--- src/rtl/eth_tx_framer_pkg.sv ---
// Shared Ethernet framing constants and the TX framer state encoding.
// Also intended for the RX checker (residue compare).
package eth_pkg;

  localparam logic [7:0]  ETH_PREAMBLE    = 8'h55;
  localparam logic [7:0]  ETH_SFD         = 8'hD5;
  localparam logic [31:0] ETH_CRC_POLY    = 32'hEDB88320;
  localparam logic [31:0] ETH_CRC_RESIDUE = 32'hDEBB20E3;
  localparam logic [31:0] ETH_CRC_INIT    = 32'hFFFFFFFF;

  typedef enum logic [2:0] {
    ST_IDLE,
    ST_PRE,
    ST_SFD,
    ST_DATA,
    ST_PAD,
    ST_FCS,
    ST_IFG
  } eth_state_e;

endpackage

--- src/rtl/eth_tx_framer_if.sv ---
// Control, TX-buffer read port and octet stream of the TX framer.
// The master side is the framer; the slave side is buffer/sink/controller.
interface eth_tx_framer_if;

  logic        start;
  logic [15:0] len;
  logic        busy;
  logic        done;
  logic        err;
  logic [15:0] rd_addr;
  logic [7:0]  rd_data;
  logic [7:0]  tx_data;
  logic        tx_valid;
  logic        tx_ready;

  modport master (
    input  start, len, rd_data, tx_ready,
    output busy, done, err, rd_addr, tx_data, tx_valid
  );

  modport slave (
    output start, len, rd_data, tx_ready,
    input  busy, done, err, rd_addr, tx_data, tx_valid
  );

endinterface

--- src/rtl/eth_tx_framer_crc.sv ---
// Combinational byte-wise CRC-32 update (reflected, bit 0 first).
// Shared between the TX framer and the RX FCS checker.
module eth_crc32_byte
  import eth_pkg::*;
(
  input  logic [31:0] crc_i,
  input  logic [7:0]  data_i,
  output logic [31:0] crc_o
);

  logic [31:0] c;

  always_comb begin
    c = crc_i ^ {24'h0, data_i};
    for (int i = 0; i < 8; i++) begin
      c = c[0] ? ((c >> 1) ^ ETH_CRC_POLY) : (c >> 1);
    end
    crc_o = c;
  end

endmodule

--- src/rtl/eth_tx_framer.sv ---
// Ethernet TX framer: preamble, SFD, buffered payload, zero pad, FCS, IFG.
// Payload is prefetched into a 2-entry byte buffer to hide the read latency.
module eth_tx_framer
  import eth_pkg::*;
#(
  parameter int MTU         = 1536,
  parameter int MIN_PAYLOAD = 60,
  parameter int PAD_EN      = 1,
  parameter int IFG_CYCLES  = 12
) (
  input logic            clk,
  input logic            rst,
  eth_tx_framer_if.master bus
);

  localparam logic [15:0] MTU_W    = 16'(MTU);
  localparam logic [15:0] MIN_W    = 16'(MIN_PAYLOAD);
  localparam logic [15:0] IFG_LAST = 16'(IFG_CYCLES - 2);
  localparam logic        PAD_ON   = (PAD_EN != 0);
  localparam eth_state_e  ST_POST  = (IFG_CYCLES > 1) ? ST_IFG : ST_IDLE;

  eth_state_e  state_q, state_d;
  logic [15:0] cnt_q, cnt_d;
  logic [15:0] len_q, len_d;
  logic [31:0] crc_q, crc_d;
  logic        done_q, done_d;
  logic        err_q, err_d;
  logic [15:0] rd_addr_q, rd_addr_d;
  logic [15:0] fetch_q, fetch_d;
  logic        infl_q, infl_d;
  logic [1:0]  occ_q, occ_d;
  logic [7:0]  head_q, head_d;
  logic [7:0]  tail_q, tail_d;

  logic        tx_v, hs, pop, issue, fetching;
  logic [7:0]  tx_byte;
  logic [1:0]  pend;
  logic [31:0] crc_nxt, fcs_w;

  eth_crc32_byte u_crc (
    .crc_i  (crc_q),
    .data_i (tx_byte),
    .crc_o  (crc_nxt)
  );

  always_comb begin
    tx_v    = 1'b0;
    tx_byte = 8'h00;
    fcs_w   = ~crc_q;
    case (state_q)
      ST_PRE:  begin tx_v = 1'b1; tx_byte = ETH_PREAMBLE; end
      ST_SFD:  begin tx_v = 1'b1; tx_byte = ETH_SFD;      end
      ST_DATA: begin tx_v = 1'b1; tx_byte = head_q;       end
      ST_PAD:  begin tx_v = 1'b1; tx_byte = 8'h00;        end
      ST_FCS: begin
        tx_v = 1'b1;
        case (cnt_q[1:0])
          2'd0:    tx_byte = fcs_w[7:0];
          2'd1:    tx_byte = fcs_w[15:8];
          2'd2:    tx_byte = fcs_w[23:16];
          default: tx_byte = fcs_w[31:24];
        endcase
      end
      default: ;
    endcase
  end

  assign hs           = tx_v && bus.tx_ready;
  assign pop          = (state_q == ST_DATA) && hs;
  assign bus.tx_valid = tx_v;
  assign bus.tx_data  = tx_byte;
  assign bus.busy     = (state_q != ST_IDLE);
  assign bus.done     = done_q;
  assign bus.err      = err_q;
  assign bus.rd_addr  = rd_addr_q;

  always_comb begin
    state_d = state_q;
    cnt_d   = cnt_q;
    len_d   = len_q;
    crc_d   = crc_q;
    done_d  = 1'b0;
    err_d   = 1'b0;
    case (state_q)
      ST_IDLE: if (bus.start) begin
        if (bus.len == 16'd0 || bus.len > MTU_W) begin
          err_d = 1'b1;
        end else begin
          state_d = ST_PRE;
          len_d   = bus.len;
          cnt_d   = 16'd0;
          crc_d   = ETH_CRC_INIT;
        end
      end
      ST_PRE: if (hs) begin
        if (cnt_q == 16'd6) begin
          state_d = ST_SFD;
          cnt_d   = 16'd0;
        end else begin
          cnt_d = cnt_q + 16'd1;
        end
      end
      ST_SFD: if (hs) begin
        state_d = ST_DATA;
        cnt_d   = 16'd0;
      end
      ST_DATA: if (hs) begin
        crc_d = crc_nxt;
        if (cnt_q == len_q - 16'd1) begin
          // cnt keeps running into PAD so it reflects data+pad bytes sent
          if (PAD_ON && len_q < MIN_W) begin
            state_d = ST_PAD;
            cnt_d   = cnt_q + 16'd1;
          end else begin
            state_d = ST_FCS;
            cnt_d   = 16'd0;
          end
        end else begin
          cnt_d = cnt_q + 16'd1;
        end
      end
      ST_PAD: if (hs) begin
        crc_d = crc_nxt;
        if (cnt_q >= MIN_W - 16'd1) begin
          state_d = ST_FCS;
          cnt_d   = 16'd0;
        end else begin
          cnt_d = cnt_q + 16'd1;
        end
      end
      ST_FCS: if (hs) begin
        if (cnt_q == 16'd3) begin
          state_d = ST_POST;
          cnt_d   = 16'd0;
          done_d  = 1'b1;
        end else begin
          cnt_d = cnt_q + 16'd1;
        end
      end
      ST_IFG: begin
        if (cnt_q >= IFG_LAST) state_d = ST_IDLE;
        else                   cnt_d   = cnt_q + 16'd1;
      end
      default: state_d = ST_IDLE;
    endcase
  end

  always_comb begin
    rd_addr_d = rd_addr_q;
    fetch_d   = fetch_q;
    infl_d    = infl_q;
    occ_d     = occ_q;
    head_d    = head_q;
    tail_d    = tail_q;
    fetching  = (state_q == ST_PRE) || (state_q == ST_SFD) || (state_q == ST_DATA);
    pend      = occ_q + {1'b0, infl_q};
    // a read may issue only if its data will find a free slot on return
    issue     = fetching && (fetch_q < len_q) && ((pend < 2'd2) || pop);
    if (state_q == ST_IDLE) begin
      rd_addr_d = 16'd0;
      fetch_d   = 16'd0;
      infl_d    = 1'b0;
      occ_d     = 2'd0;
    end else begin
      infl_d = issue;
      if (issue) begin
        fetch_d = fetch_q + 16'd1;
        if (fetch_q + 16'd1 < len_q) rd_addr_d = rd_addr_q + 16'd1;
      end
      case ({infl_q, pop})
        2'b10: begin
          if (occ_q == 2'd0) head_d = bus.rd_data;
          else               tail_d = bus.rd_data;
          occ_d = occ_q + 2'd1;
        end
        2'b01: begin
          head_d = tail_q;
          occ_d  = occ_q - 2'd1;
        end
        2'b11: begin
          if (occ_q == 2'd1) begin
            head_d = bus.rd_data;
          end else begin
            head_d = tail_q;
            tail_d = bus.rd_data;
          end
        end
        default: ;
      endcase
    end
  end

  always_ff @(posedge clk) begin
    if (rst) begin
      state_q   <= ST_IDLE;
      cnt_q     <= 16'd0;
      len_q     <= 16'd0;
      crc_q     <= ETH_CRC_INIT;
      done_q    <= 1'b0;
      err_q     <= 1'b0;
      rd_addr_q <= 16'd0;
      fetch_q   <= 16'd0;
      infl_q    <= 1'b0;
      occ_q     <= 2'd0;
      head_q    <= 8'h00;
      tail_q    <= 8'h00;
    end else begin
      state_q   <= state_d;
      cnt_q     <= cnt_d;
      len_q     <= len_d;
      crc_q     <= crc_d;
      done_q    <= done_d;
      err_q     <= err_d;
      rd_addr_q <= rd_addr_d;
      fetch_q   <= fetch_d;
      infl_q    <= infl_d;
      occ_q     <= occ_d;
      head_q    <= head_d;
      tail_q    <= tail_d;
    end
  end

endmodule

--- src/flat_wrapper.sv ---
// flat-port wrapper written by rule: the top's interface ports become plain ports
module eth_tx_framer_flat import eth_pkg::*;
#(
  parameter int MTU         = 1536,
  parameter int MIN_PAYLOAD = 60,
  parameter int PAD_EN      = 1,
  parameter int IFG_CYCLES  = 12
)
  (clk, rst, bus_start, bus_len, bus_rd_data, bus_tx_ready, bus_busy, bus_done, bus_err, bus_rd_addr, bus_tx_data, bus_tx_valid);
  eth_tx_framer_if bus_i ();
  input logic clk;
  input logic rst;
  input wire logic [$bits(bus_i.start)-1:0] bus_start;
  input wire logic [$bits(bus_i.len)-1:0] bus_len;
  input wire logic [$bits(bus_i.rd_data)-1:0] bus_rd_data;
  input wire logic [$bits(bus_i.tx_ready)-1:0] bus_tx_ready;
  output wire logic [$bits(bus_i.busy)-1:0] bus_busy;
  output wire logic [$bits(bus_i.done)-1:0] bus_done;
  output wire logic [$bits(bus_i.err)-1:0] bus_err;
  output wire logic [$bits(bus_i.rd_addr)-1:0] bus_rd_addr;
  output wire logic [$bits(bus_i.tx_data)-1:0] bus_tx_data;
  output wire logic [$bits(bus_i.tx_valid)-1:0] bus_tx_valid;
  assign bus_i.start = bus_start;
  assign bus_i.len = bus_len;
  assign bus_i.rd_data = bus_rd_data;
  assign bus_i.tx_ready = bus_tx_ready;
  assign bus_busy = bus_i.busy;
  assign bus_done = bus_i.done;
  assign bus_err = bus_i.err;
  assign bus_rd_addr = bus_i.rd_addr;
  assign bus_tx_data = bus_i.tx_data;
  assign bus_tx_valid = bus_i.tx_valid;
  eth_tx_framer #(.MTU(MTU), .MIN_PAYLOAD(MIN_PAYLOAD), .PAD_EN(PAD_EN), .IFG_CYCLES(IFG_CYCLES)) u_core (.clk(clk), .rst(rst), .bus(bus_i));
endmodule
--- config.mk ---
export PLATFORM = sky130hd
export DESIGN_NAME = eth_tx_framer_flat
export DESIGN_NICKNAME = d
export VERILOG_FILES = /design/src/rtl/eth_tx_framer_pkg.sv /design/src/rtl/eth_tx_framer_if.sv /design/src/rtl/eth_tx_framer_crc.sv /design/src/rtl/eth_tx_framer.sv /design/src/flat_wrapper.sv
export SDC_FILE = /design/constraint.sdc
export NUM_CORES = 1
export LEC_CHECK = 0
export ABC_AREA = 1
export BUFFER_PORTS_ARGS = -buffer_cell sky130_fd_sc_hd__buf_2
export CAP_MARGIN = 25
export CORE_MARGIN = 1.5
export CORE_UTILIZATION = 65
export CTS_BUF_LIST = sky130_fd_sc_hd__clkbuf_4 sky130_fd_sc_hd__clkbuf_8 sky130_fd_sc_hd__clkbuf_16
export DETAILED_ROUTE_END_ITERATION = 8
export GPL_TIMING_DRIVEN = 0
export PLACE_DENSITY_LB_ADDON = 0.25
export SYNTH_ARGS = -nofsm -noshare
export SYNTH_HDL_FRONTEND = slang
export SYNTH_SLANG_ARGS = --single-unit
--- constraint.sdc ---
create_clock -name clk -period 6.1 [get_ports clk]
set_input_delay 0 -clock clk [delete_from_list [all_inputs] [get_ports clk]]
set_output_delay 0 -clock clk [all_outputs]
set_load 0.05 [all_outputs]
After elaboration in Yosys (flattened, before gate mapping)
Cells that the tools add are included.
{"block": "op_classes", "addsub": 7, "order_cmp": 7, "eq_ne": 32, "mux": 52, "n_bitwise": 15, "n_reduce_logical": 30}
{"operator": "$mux W32", "n": 11}
{"operator": "$mux W16", "n": 13}
{"operator": "$not A13 Y14", "n": 8}
{"operator": "$pmux W16 S7", "n": 1}
{"operator": "$pmux W32 S2", "n": 1}
{"operator": "$add A16 B1 Y16 const B", "n": 3}
{"operator": "$pmux W8 S3", "n": 2}
{"operator": "$mux W3", "n": 12}
{"operator": "$lt A16 B16 Y1", "n": 2}
{"operator": "$mux W8", "n": 4}
{"operator": "$not A32 Y32", "n": 1}
{"operator": "$pmux W8 S4", "n": 1}
{"operator": "$xor A32 B8 Y32", "n": 1}
{"operator": "$ne A2 B1 Y1 const B", "n": 11}
{"operator": "$pmux W3 S7", "n": 1}
{"operator": "$eq A16 B16 Y1", "n": 1}
{"operator": "$eq A16 B2 Y1 const B", "n": 1}
{"operator": "$eq A16 B3 Y1 const B", "n": 1}
{"operator": "$ge A16 B4 Y1 const B", "n": 1}
{"operator": "$ge A16 B6 Y1 const B", "n": 1}
{"operator": "$gt A16 B11 Y1 const B", "n": 1}
{"operator": "$logic_not A16 Y1", "n": 1}
{"operator": "$lt A16 B6 Y1 const B", "n": 1}
{"operator": "$pmux W8 S2", "n": 1}
{"operator": "other kinds (29)", "n": 62}
{"block": "word_totals", "register_bits": 120, "input_bits": 28, "out_inout_bits": 28, "word_cells": 155}

Longest topological paths before layout
{"block": "logic_depth", "ltp_word": 22, "depth_mapped": 20, "mapped_depth_nobuf": 18}

Cells and area by module
From an unflattened synthesis, not the netlist that was laid out.
{"block": "hier_totals", "cells_unflattened": 1356, "hier_area_um2": 8839.7}
{"module": "eth_tx_framer", "n_inst": 1, "cells_per_inst": 1099, "area_per_inst_um2": 7465.9, "seq_area_each_um2": 2402.3}
{"module": "eth_crc32_byte", "n_inst": 1, "cells_per_inst": 257, "area_per_inst_um2": 1373.8, "seq_area_each_um2": 0.0}

Worst setup path before layout
No wires, ideal clock.
{"block": "synth_path", "path_kind": "reg-to-reg", "from": "reg u_core.fetch_q[0]", "to": "reg u_core.rd_addr_q[11] (netlist: u_core.bus.rd_addr[11])", "setup_time_ns": 0.070, "t_arrival_ns": 2.873, "required_time_ns": 6.030, "setup_slack_ns": 3.157, "stages_incl_launch_ff": 20, "n_path_buf": 1, "synth_period_minus_slack_ns": 2.943, "cell_sequence": "dfxtp_1 -> ha_1 -> nand3_1 -> nor2_1 -> nand4_1 -> nor2_1 -> nand2_1 -> nor3_1 -> nand2_1 -> xnor2_1 -> ha_1 -> nand4_1 -> inv_1 -> a21oi_1 -> a21boi_0 -> nand3_2 -> inv_2 -> buf_4 -> nand2_1 -> a21oi_1"}
{"block": "synth_via", "elab_chain_len": 4, "elab_cells_between_ends": 6, "cone_classes": "add/sub: 1; order compare: 2; reduce/logical: 3"}
{"element": "start, declared", "line_no": "eth_tx_framer.sv:29", "text": "logic [15:0] fetch_q, fetch_d;"}
{"element": "start signal, assigned", "line_no": "eth_tx_framer.sv:215", "text": "fetch_q <= fetch_d;"}
{"element": "parallel branches: the longest is 3 deep, another holds $add A16 B1 Y16"}
{"element": "$reduce_and A2 Y1 (no line) (*)"}
{"element": "end signal, assigned", "line_no": "eth_tx_framer.sv:214", "text": "rd_addr_q <= rd_addr_d;"}
{"element": "end, declared", "line_no": "eth_tx_framer.sv:28", "text": "logic [15:0] rd_addr_q, rd_addr_d;"}
Mark *: on every way between the ends.
A chain may end at the register's enable or synchronous reset.

Worst setup path after layout
{"block": "layout_path", "from": "reg u_core.fetch_q[0]", "to": "reg u_core.rd_addr_q[10] (netlist: u_core.bus.rd_addr[10])"}
Same word-level chain as after synthesis.

==> results.json <==
{
  "final_common_cell": "nand2_1",
  "setup_violations": 0,
  "boundaryPins": 56,
  "dr.first_iter.drc_count": 1036,
  "rsz0062_at_grt": "no",
  "placed_area_um2": 9250,
  "worstReg2RegEnd": "u_core.bus.rd_addr[10]",
  "slowest_stage": "dfxtp_1",
  "coreArea_um2": 13200,
  "antenna_cells": 0,
  "antenna_found_initial": 0,
  "routedWlPerCell_um": 15.9,
  "hold_viol": 0,
  "fmax_mhz": 272,
  "via_per_inst": 5.82,
  "setup_ws_ns": 2.43,
  "fin_tns_setup_ns": 0,
  "die_area_um2": 14200,
  "crit_fanout": 10,
  "ir_drop_uv": 241,
  "synthesis.area_um2": 8760,
  "clk_pin_slew_ns": 0.06,
  "nets": 1525,
  "cp-endpoint": "u_core.bus.rd_addr[10]",
  "reg2reg_slack_ns": 2.43,
  "ys_warn_count": 0,
  "leakage_nw": 4.73,
  "max_stage_delay_ns": 0.42,
  "start_util_pct": 66.4,
  "vias": 9551,
  "clk_path_buf_depth": 2,
  "grt_pass1_wl_um": 42200,
  "fin_crit_sh_pct": 60.2,
  "slew-limit-headroom_pct": 52.5,
  "dpl_worst_slack_ns": 2.52,
  "io_buffers": 55,
  "grt_pass1_vias": 8786,
  "drc": 0,
  "yosysSeqAreaShare_pct": 27.4,
  "r2r_start": "u_core.fetch_q[0]",
  "avgSynthCellArea_um2": 6.44,
  "cp-start-kind": "register",
  "ys_seq_elements": 120,
  "postSynthCellCount": 1359,
  "ff2ff_path_depth": 19,
  "grt_max_degree": 17,
  "cts_root_buffer": "clkbuf_16",
  "final_cell_count_no_fill": 1640,
  "htree_num_levels": 4,
  "slew_viol_final": 0,
  "dp_cells": 1590,
  "rows": 42,
  "antenna_left": 0,
  "die_w_um": 119,
  "fin_worst_skew_ns": 0.00702,
  "syn_to_final_growth_pct": 14.4,
  "crit_arrival_ns": 4.02,
  "cp_data_required_time_ns": 6.44,
  "fin_util_pct": 76.0,
  "nFillCells": 1055,
  "path_class": "register to register",
  "worstSkewPairLatency_ns": 0.42,
  "layout_common_cells": "378 x nand2_1, 158 x inv_1, 120 x dfxtp_1",
  "power.density_nw_per_um2": 376,
  "grt_usage_pct": 37.1,
  "yosysUniqueCellTypes": 49,
  "crit_path_end_kind": "register",
  "maxCapViolCount": 0,
  "die_h_um": 119,
  "tightest_slew_ns": 0.709,
  "status": "finished clean",
  "clock-sinks": 120,
  "fin_area_um2": 10000,
  "period_needed_ns": 3.67,
  "critPathLaunch": "u_core.fetch_q[0]",
  "dp.final_hpwl_um": 18600,
  "drtPass1Iterations": 8,
  "cpMostUsedCell": "nand2_1",
  "post_cts_buffers": 0,
  "wl_um": 26200,
  "cp_cell_sequence": "ha_1 -> nand3_1 -> nor2_1 -> nand4_1 -> nor2_1 -> nand2_1 -> nor3_1 -> nand2_1 -> xnor2_1 -> ha_1 -> nand4_1 -> inv_1 -> a21oi_1 -> a21boi_0 -> nand3_2 -> inv_2 -> buf_4 -> nand2_1 -> a21oi_1",
  "min_path_type": "primary input to register",
  "seq_area_um2": 2400,
  "place_congestion": 0.988,
  "grt.overflow.total": 0,
  "synth_nets": 1430,
  "multi_input_area_um2": 5490,
  "cts_made_buffers": 17,
  "drive_gt1_share_pct": 11.5,
  "tritoncts": "yes"
}
[report_power, final]
part           leakage [nW]  total, mW  switching (mW)  internal [mW]
registers             0.971      0.952          0.0790          0.873
logic                  3.48       1.84            1.28          0.559
clock network         0.274      0.979           0.368          0.610
[cells by family after synthesis]
family | synth area share [%]
xor+xnor | 7.40
simple gates | 33.7
flops | 27.4
fa+ha+maj | 6.14
compound gates | 15.5
buf+inv | 9.86
[synth_stat cells (all sizes together)]
| cell | instances | share of area (%) |
|---|---|---|
| a211oi | 2 | 0.23 |
| a21boi | 1 | 0.086 |
| a21o | 1 | 0.086 |
| a21oi | 120 | 7.0 |
| a31oi | 1 | 0.071 |
| a41oi | 1 | 0.10 |
| buf | 20 | 1.8 |
| clkbuf | 22 | 0.94 |
| clkinv | 1 | 0.043 |
| dfxtp | 120 | 27 |
| ha | 43 | 6.1 |
| inv | 165 | 7.1 |
| nand2 | 399 | 18 |
| nand3 | 100 | 6.0 |
| nand3b | 5 | 0.43 |
| nand4 | 13 | 0.93 |
| nor2 | 109 | 5.3 |
| nor3 | 29 | 2.4 |
| nor4 | 6 | 0.50 |
| o2111ai | 2 | 0.20 |
| o211ai | 9 | 0.77 |
| o21a | 1 | 0.086 |
| o21ai | 104 | 6.1 |
| o22ai | 9 | 0.64 |
| o31ai | 1 | 0.086 |
| or2 | 5 | 0.36 |
| xnor2 | 19 | 1.9 |
| xnor3 | 2 | 0.51 |
| xor2 | 49 | 5.0 |
[flip-flops by register name, summed over array words and instances, names as in the netlist]
name	flops
u_core.len_q	16
u_core.fetch_q	16
u_core.head_q	8
u_core.tail_q	8
u_core.bus.err	1
u_core.bus.done	1
u_core.state_q	3
u_core.infl_q	1
u_core.cnt_q	16
u_core.occ_q	2
u_core.bus.rd_addr	16
u_core.crc_q	32
[metal layers]
metal	wire [um]	global-route usage (%)	up-vias	share of wire, %
met4	1500	21.7	0	5.7
met3	2260	7.66	131	8.6
met1	10500	45.6	4286	40
met5	0	0	-	0
met2	11900	60.2	539	46
li1	-	-	4595	-
[cell type report]
| class | instances | share of cell area (%) |
|---|---|---|
| Clock buffer | 20 | 4.53 |
| Multi-Input combinational cell | 1031 | 54.8 |
| Buffer | 42 | 2.40 |
| Tap cell | 176 | 2.20 |
| Inverter | 166 | 6.22 |
| Clock inverter | 9 | 1.04 |
| Timing Repair Buffer | 76 | 4.85 |
| Sequential cell | 120 | 24.0 |
[timing repair]
action                    in CTS  in global routing
hold endpoints to repair      29                  0
hold buffers                  21                  0
resized for setup              0                  0
[how the worst min path moves through the flow]
stage	slack (ns)	start	depth (start not counted)	end
6_report	0.08	rst	4	u_core.occ_q[1]
5_1_grt	0.09	rst	4	u_core.occ_q[1]
4_1_cts	0.04	rst	4	u_core.occ_q[1]
3_5_place_dp	0.30	bus_rd_data[4]	3	u_core.tail_q[4]
3_3_place_gp	0.29	bus_rd_data[2]	3	u_core.tail_q[2]
2_1_floorplan	0.14	bus_start	2	u_core.bus.err
[critical path: cells and delay by family (launching register included)]
kind / cells / cell delay, ns
fa+ha+maj: 2 / 0.55
compound gates: 3 / 0.51
flops: 1 / 0.42
xor+xnor: 1 / 0.23
simple gates: 10 / 1.46
buf+inv: 3 / 0.41
[metrics by stage]
stage,power [mW],hold slack (ns)
3_5_place_dp,2.73,0.302
6_report,3.77,0.0835
5_1_grt,3.99,0.0880
3_3_place_gp,2.69,0.294
4_1_cts,3.71,0.0364
2_1_floorplan,2.31,0.144
Note: power is estimated with default switching activity, not from simulation.
